<file path="src/rtl/reg_file_wb.sv">
// reg_file_wb
//   General-purpose register file for a multi-cycle CPU. Holds 2**ADDR_W
//   registers of DATA_W bits. Register 0 always reads as zero.
//
//   Ports:
//     clk, rst      rising-edge clock, synchronous active-high reset
//     ra1 / rd1     read port 1 (rs), combinational
//     ra2 / rd2     read port 2 (rt), combinational
//     we, wa, wd    synchronous write port used in the WB state
//     dbg_a / dbg_d debug read port, combinational, never bypassed
//     wr_cnt        number of committed writes, saturating at 16'hFFFF
//
//   With BYPASS != 0, a read of the address being written in the current
//   cycle returns wd instead of the stored value.
module reg_file_wb #(
    parameter int unsigned DATA_W = 32,
    parameter int unsigned ADDR_W = 5,
    parameter int unsigned BYPASS = 1
) (
    input  logic              clk,
    input  logic              rst,
    input  logic [ADDR_W-1:0] ra1,
    input  logic [ADDR_W-1:0] ra2,
    output logic [DATA_W-1:0] rd1,
    output logic [DATA_W-1:0] rd2,
    input  logic              we,
    input  logic [ADDR_W-1:0] wa,
    input  logic [DATA_W-1:0] wd,
    input  logic [ADDR_W-1:0] dbg_a,
    output logic [DATA_W-1:0] dbg_d,
    output logic [15:0]       wr_cnt
);

    localparam int unsigned NREGS = 2 ** ADDR_W;

    logic [DATA_W-1:0] regs [NREGS];
    logic              commit;
    logic              bypass_en;

    // A write to address 0 is discarded entirely: no storage, no count.
    assign commit    = we && (wa != '0);
    assign bypass_en = (BYPASS != 0) && commit;

    always_ff @(posedge clk) begin
        if (rst) begin
            regs   <= '{default: '0};
            wr_cnt <= '0;
        end else if (commit) begin
            regs[wa] <= wd;
            if (wr_cnt != '1) begin
                wr_cnt <= wr_cnt + 16'd1;
            end
        end
    end

    // Bypass still applies while rst is high: reads reflect the current
    // cycle's inputs, the reset only takes effect at the edge.
    always_comb begin
        rd1 = regs[ra1];
        if (ra1 == '0) begin
            rd1 = '0;
        end else if (bypass_en && (ra1 == wa)) begin
            rd1 = wd;
        end
    end

    always_comb begin
        rd2 = regs[ra2];
        if (ra2 == '0) begin
            rd2 = '0;
        end else if (bypass_en && (ra2 == wa)) begin
            rd2 = wd;
        end
    end

    always_comb begin
        dbg_d = regs[dbg_a];
        if (dbg_a == '0) begin
            dbg_d = '0;
        end
    end

endmodule

</file>
<file path="config.mk">
export PLATFORM = sky130hd
export DESIGN_NAME = reg_file_wb
export DESIGN_NICKNAME = d
export VERILOG_FILES = /design/src/rtl/reg_file_wb.sv
export SDC_FILE = /design/constraint.sdc
export NUM_CORES = 2
export LEC_CHECK = 0
export CORE_UTILIZATION = 32
export CTS_CLUSTER_SIZE = 25
export DETAILED_ROUTE_END_ITERATION = 8
export HOLD_SLACK_MARGIN = 0.12
export PLACE_DENSITY = 0.57
export SETUP_SLACK_MARGIN = 0.3
export SYNTH_ARGS = -nofsm -noshare
export SYNTH_HDL_FRONTEND = slang
export SYNTH_SLANG_ARGS = --single-unit
</file>
<file path="constraint.sdc">
create_clock -name clk -period 4.4 [get_ports clk]
set_input_delay 0.88 -clock clk [delete_from_list [all_inputs] [get_ports clk]]
set_output_delay 0.88 -clock clk [all_outputs]
set_load 0.01 [all_outputs]
</file>
==> metrics.txt <==
# TYPE chip_impl_metric gauge
chip_impl_info{name="run_status",value="complete, no violations"} 1
chip_impl_metric{name="power.switching_fraction",unit=""} 0.275
chip_impl_metric{name="grt_antenna_before_repair",unit=""} 13
chip_impl_metric{name="drt_pre_antenna_iters",unit=""} 6
chip_impl_metric{name="required_time_worst_endpoint",unit="ns"} 3.52
chip_impl_metric{name="avgSynthCellArea",unit="um2"} 9.25
chip_impl_metric{name="max_freq",unit="MHz"} 239
chip_impl_metric{name="groute.usage.overall",unit=""} 0.300
chip_impl_info{name="hold_start",value="regs[44]"} 1
chip_impl_metric{name="mappedNetlistNets",unit=""} 6684
chip_impl_metric{name="cp.buffers_inverters",unit=""} 3
chip_impl_metric{name="die-area",unit="um2"} 193000
chip_impl_metric{name="power_leakage",unit="nW"} 25.1
chip_impl_info{name="type_of_origin_of_the_critical_path",value="primary input"} 1
chip_impl_metric{name="nNetsFinal",unit=""} 6819
chip_impl_metric{name="design_area",unit="um2"} 74200
chip_impl_metric{name="cp.arrival",unit="ns"} 3.30
chip_impl_info{name="synthTopCellsByArea",value="dfxtp_1, mux4_2, nand2_1, a21oi_1, mux2i_1"} 1
chip_impl_metric{name="power.switching",unit="mW"} 6.30
chip_impl_metric{name="drc",unit=""} 0
chip_impl_metric{name="syn-instance-count",unit=""} 6628
chip_impl_metric{name="design.portCount",unit=""} 167
chip_impl_metric{name="path_max_fanout",unit=""} 9
chip_impl_metric{name="numCtsBuffers",unit=""} 113
chip_impl_metric{name="maxCapViolCount",unit=""} 0
chip_impl_metric{name="chipHeight",unit="um"} 440
chip_impl_metric{name="finalMaxSlewViolations",unit=""} 0
chip_impl_info{name="min-delay-path-class",value="reg -> reg"} 1
chip_impl_metric{name="area_delta_synth_final",unit="%"} 20.9
chip_impl_info{name="path_cells",value="bufbuf_16 > buf_4 > mux4_2 > mux4_2 > nand2_1 > o21ai_1 > clkdlybuf4s50_1"} 1
chip_impl_metric{name="worst_slew_pin_slew",unit="ns"} 0.981
chip_impl_metric{name="drt_iter0_drc",unit=""} 9579
chip_impl_metric{name="layout.cells.non_filler",unit=""} 9379
chip_impl_metric{name="gp_routability_congestion",unit=""} 0.972
chip_impl_metric{name="vdd_ir_drop_max",unit="V"} 0.000375
chip_impl_metric{name="clkSinkCount",unit=""} 1040
chip_impl_metric{name="fin_crit_sh",unit=""} 0.949
chip_impl_info{name="clock_tree.root_cell",value="clkbuf_16"} 1
chip_impl_metric{name="synth-edff-count",unit=""} 0
chip_impl_metric{name="grt_pass1_vias",unit=""} 55609
chip_impl_metric{name="min_delay_path_depth",unit=""} 2
chip_impl_metric{name="internal_power",unit="mW"} 16.6
chip_impl_metric{name="pwr-share-seq",unit=""} 0.417
chip_impl_metric{name="synthesis.area",unit="um2"} 61300
chip_impl_metric{name="cts.reportedPaths.clkPinSlew",unit="ns"} 0.05
chip_impl_metric{name="cts_hold_repair.buffers",unit=""} 0
chip_impl_metric{name="ys.warnings.count",unit=""} 0
chip_impl_metric{name="synth_top_cell_area_share",unit=""} 0.339
chip_impl_metric{name="placed_cell_area",unit="um2"} 68800
chip_impl_info{name="tritoncts_clock_tree",value="yes"} 1
chip_impl_metric{name="num-fill-cells",unit=""} 18614
chip_impl_metric{name="totalPowerFinal",unit="mW"} 22.9
chip_impl_metric{name="setup.reg_to_reg.worst_slack",unit="ns"} 2.10
chip_impl_metric{name="power.share.clock",unit=""} 0.451
chip_impl_metric{name="detail_route.vias_per_cell",unit=""} 6.36
chip_impl_metric{name="seq_area",unit="um2"} 20800
chip_impl_metric{name="std_cell_rows",unit=""} 160
chip_impl_metric{name="timing.final.hold_violations",unit=""} 0
chip_impl_metric{name="grt_remaining_overflow",unit=""} 0
chip_impl_metric{name="die_w",unit="um"} 440
chip_impl_info{name="cpMaxStageDelayCell",value="mux4_2"} 1
chip_impl_metric{name="hold-worst-slack",unit="ns"} 0.478
chip_impl_metric{name="portBuffers",unit=""} 166
chip_impl_info{name="setup.worst_path.class",value="in -> out"} 1
chip_impl_metric{name="detailroute.via_count",unit=""} 59680
chip_impl_metric{name="worst_r2r_path_depth",unit=""} 6
chip_impl_info{name="synth.most_common_cell",value="nand2_1"} 1
chip_impl_metric{name="setup_tns_final",unit="ns"} 0
chip_impl_info{name="critical_path_s_top_delay_family",value="buffers and inverters"} 1
chip_impl_metric{name="max_slew_margin",unit=""} 0.343
chip_impl_metric{name="worstSkewPairLatency",unit="ns"} 0.79
chip_impl_metric{name="multi_input_comb_area",unit="um2"} 37500
chip_impl_metric{name="synth_sequential_area_ratio",unit=""} 0.339
chip_impl_metric{name="post_route_cells_drive_above_1_share",unit=""} 0.248
chip_impl_info{name="critical-path-top-cell-by-count",value="mux4_2"} 1
chip_impl_metric{name="cellPowerDensity",unit="nW/um2"} 309
chip_impl_metric{name="synth_async_sr_flop_share",unit=""} 0
chip_impl_metric{name="fp.coreArea",unit="um2"} 190000
chip_impl_info{name="yosysTopAreaCell",value="dfxtp_1"} 1
chip_impl_metric{name="share_of_the_core_filled_with_cells",unit=""} 0.390
chip_impl_metric{name="dp.final_hpwl",unit="mm"} 188
chip_impl_metric{name="pre_cts_slack",unit="ns"} -0.338
chip_impl_metric{name="pwr-share-comb",unit=""} 0.132
chip_impl_info{name="post_synth_most_frequent_cells",value="nand2_1, dfxtp_1, a21oi_1"} 1
chip_impl_metric{name="drtAntennaViolNets",unit=""} 0
chip_impl_metric{name="cts_htree_levels",unit=""} 3
chip_impl_metric{name="initial_core_util",unit=""} 0.323
chip_impl_metric{name="setup_violating_endpoint_count_in_the_final_report",unit=""} 0
chip_impl_metric{name="grt_pass1_wl",unit="mm"} 416
chip_impl_metric{name="post-route-min-period",unit="ns"} 4.18
chip_impl_metric{name="drt-total-wl",unit="mm"} 300
chip_impl_metric{name="timing.clock.skew",unit="ns"} 0.0197
chip_impl_info{name="crit-reg2reg-capture",value="wr_cnt[1]"} 1
chip_impl_info{name="synth_top_flop_cell",value="dfxtp_1"} 1
chip_impl_metric{name="routed_wire_length_per_instance",unit="um"} 32.0
chip_impl_metric{name="max-clock-path-buffers",unit=""} 3
chip_impl_metric{name="grt_start_max_net_pins",unit=""} 112
chip_impl_metric{name="slowest_delay",unit="ns"} 0.54
chip_impl_info{name="grt_setup_unrepaired",value="true"} 1
chip_impl_info{name="worst_setup_path_end_kind",value="primary output"} 1
chip_impl_metric{name="yosys.cell_types.count",unit=""} 67
chip_impl_info{name="critical_path.reg2reg.startpoint",value="wr_cnt[0]"} 1
chip_impl_metric{name="dp_cells",unit=""} 9089
chip_impl_metric{name="synth_seq_cells",unit=""} 1040
chip_impl_info{name="hold-path-endpoint",value="regs[44]"} 1
chip_impl_metric{name="final.setup.worst_slack",unit="ns"} 0.223
[flip-flops by register name (all words and copies together), names as in the netlist]
name	count
wr_cnt	16
regs	1024
[worst register-to-register path: cells and delay by family, from the launching register on]
family / cells / cell delay (ns)
simple gates: 3 / 0.79
mux: 1 / 0.25
fa+ha+maj: 1 / 0.26
compound gates: 1 / 0.49
flops: 1 / 0.39
[final cells by class]
type                       instances  area share
multi-input combinational       4813       0.505
inverter                          37     0.00191
timing repair buffer             758       0.117
antenna                           12    0.000405
tap                             2511      0.0424
clock inverter                    42     0.00704
clock buffer                     166      0.0459
sequential                      1040       0.281
[power groups by stage]
stage	Sequential, mW	Clock, mW	Combinational (mW)
floorplan	9.74	0	1.48
finish	9.55	10.3	3.03
global route	9.55	10.7	3.06
detailed placement	9.76	0	2.77
CTS	9.55	10.4	2.89
global placement	9.75	0	2.76
[cells in the final DEF (no fill, tap or decap), types with 54 or more instances in the layout]
cell type  Yosys  final
buf_4         31    414
nand2_1     2142   2109
mux4_2       734    734
clkbuf_16      0    121
mux2i_1      234    233
a21oi_1     1008   1006
a22oi_1       56     54
buf_12        12    132
a211oi_1      75     59
dfxtp_1     1040   1040
[cells by family after synthesis]
kind of cell | count (synthesis) | synth area share
mux | 968 | 0.308
simple gates | 2380 | 0.153
flops | 1040 | 0.339
buf+inv | 775 | 0.0593
fa+ha+maj | 1 | 0.000204
xor+xnor | 23 | 0.00328
compound gates | 1441 | 0.138
[layer usage]
| metal | global-route usage | wire [um] | part of all wire | vias up |
|---|---|---|---|---|
| met5 | 0.00223 | 151 | 0.00050 | - |
| met4 | 0.225 | 26700 | 0.089 | 16 |
| li1 | - | - | - | 24173 |
| met3 | 0.0925 | 42200 | 0.14 | 1263 |
| met1 | 0.375 | 106000 | 0.35 | 29333 |
| met2 | 0.432 | 126000 | 0.42 | 4895 |
[timing repair]
item	4_1_cts	5_1_grt
setup endpoints to repair	96	55
gates resized for setup	209	48
cloned	16	4
pin swaps	23	16
setup buffers	26	24
[how the worst max path moves through the flow]
| stage | endpoint | cells after the start | slack, ns | from |
|---|---|---|---|---|
| after floorplan | dbg_d[15] | 8 | 0.90 | dbg_a[1] |
| after global routing | dbg_d[27] | 7 | 0.22 | dbg_a[0] |
| final | dbg_d[27] | 7 | 0.22 | dbg_a[0] |
| after global placement | rd2[10] | 10 | -0.36 | wa[2] |
| after detailed placement | rd2[10] | 10 | -0.34 | wa[2] |
| after CTS | rd2[0] | 11 | 0.20 | wa[4] |
Power figures use the tool's default switching activity.
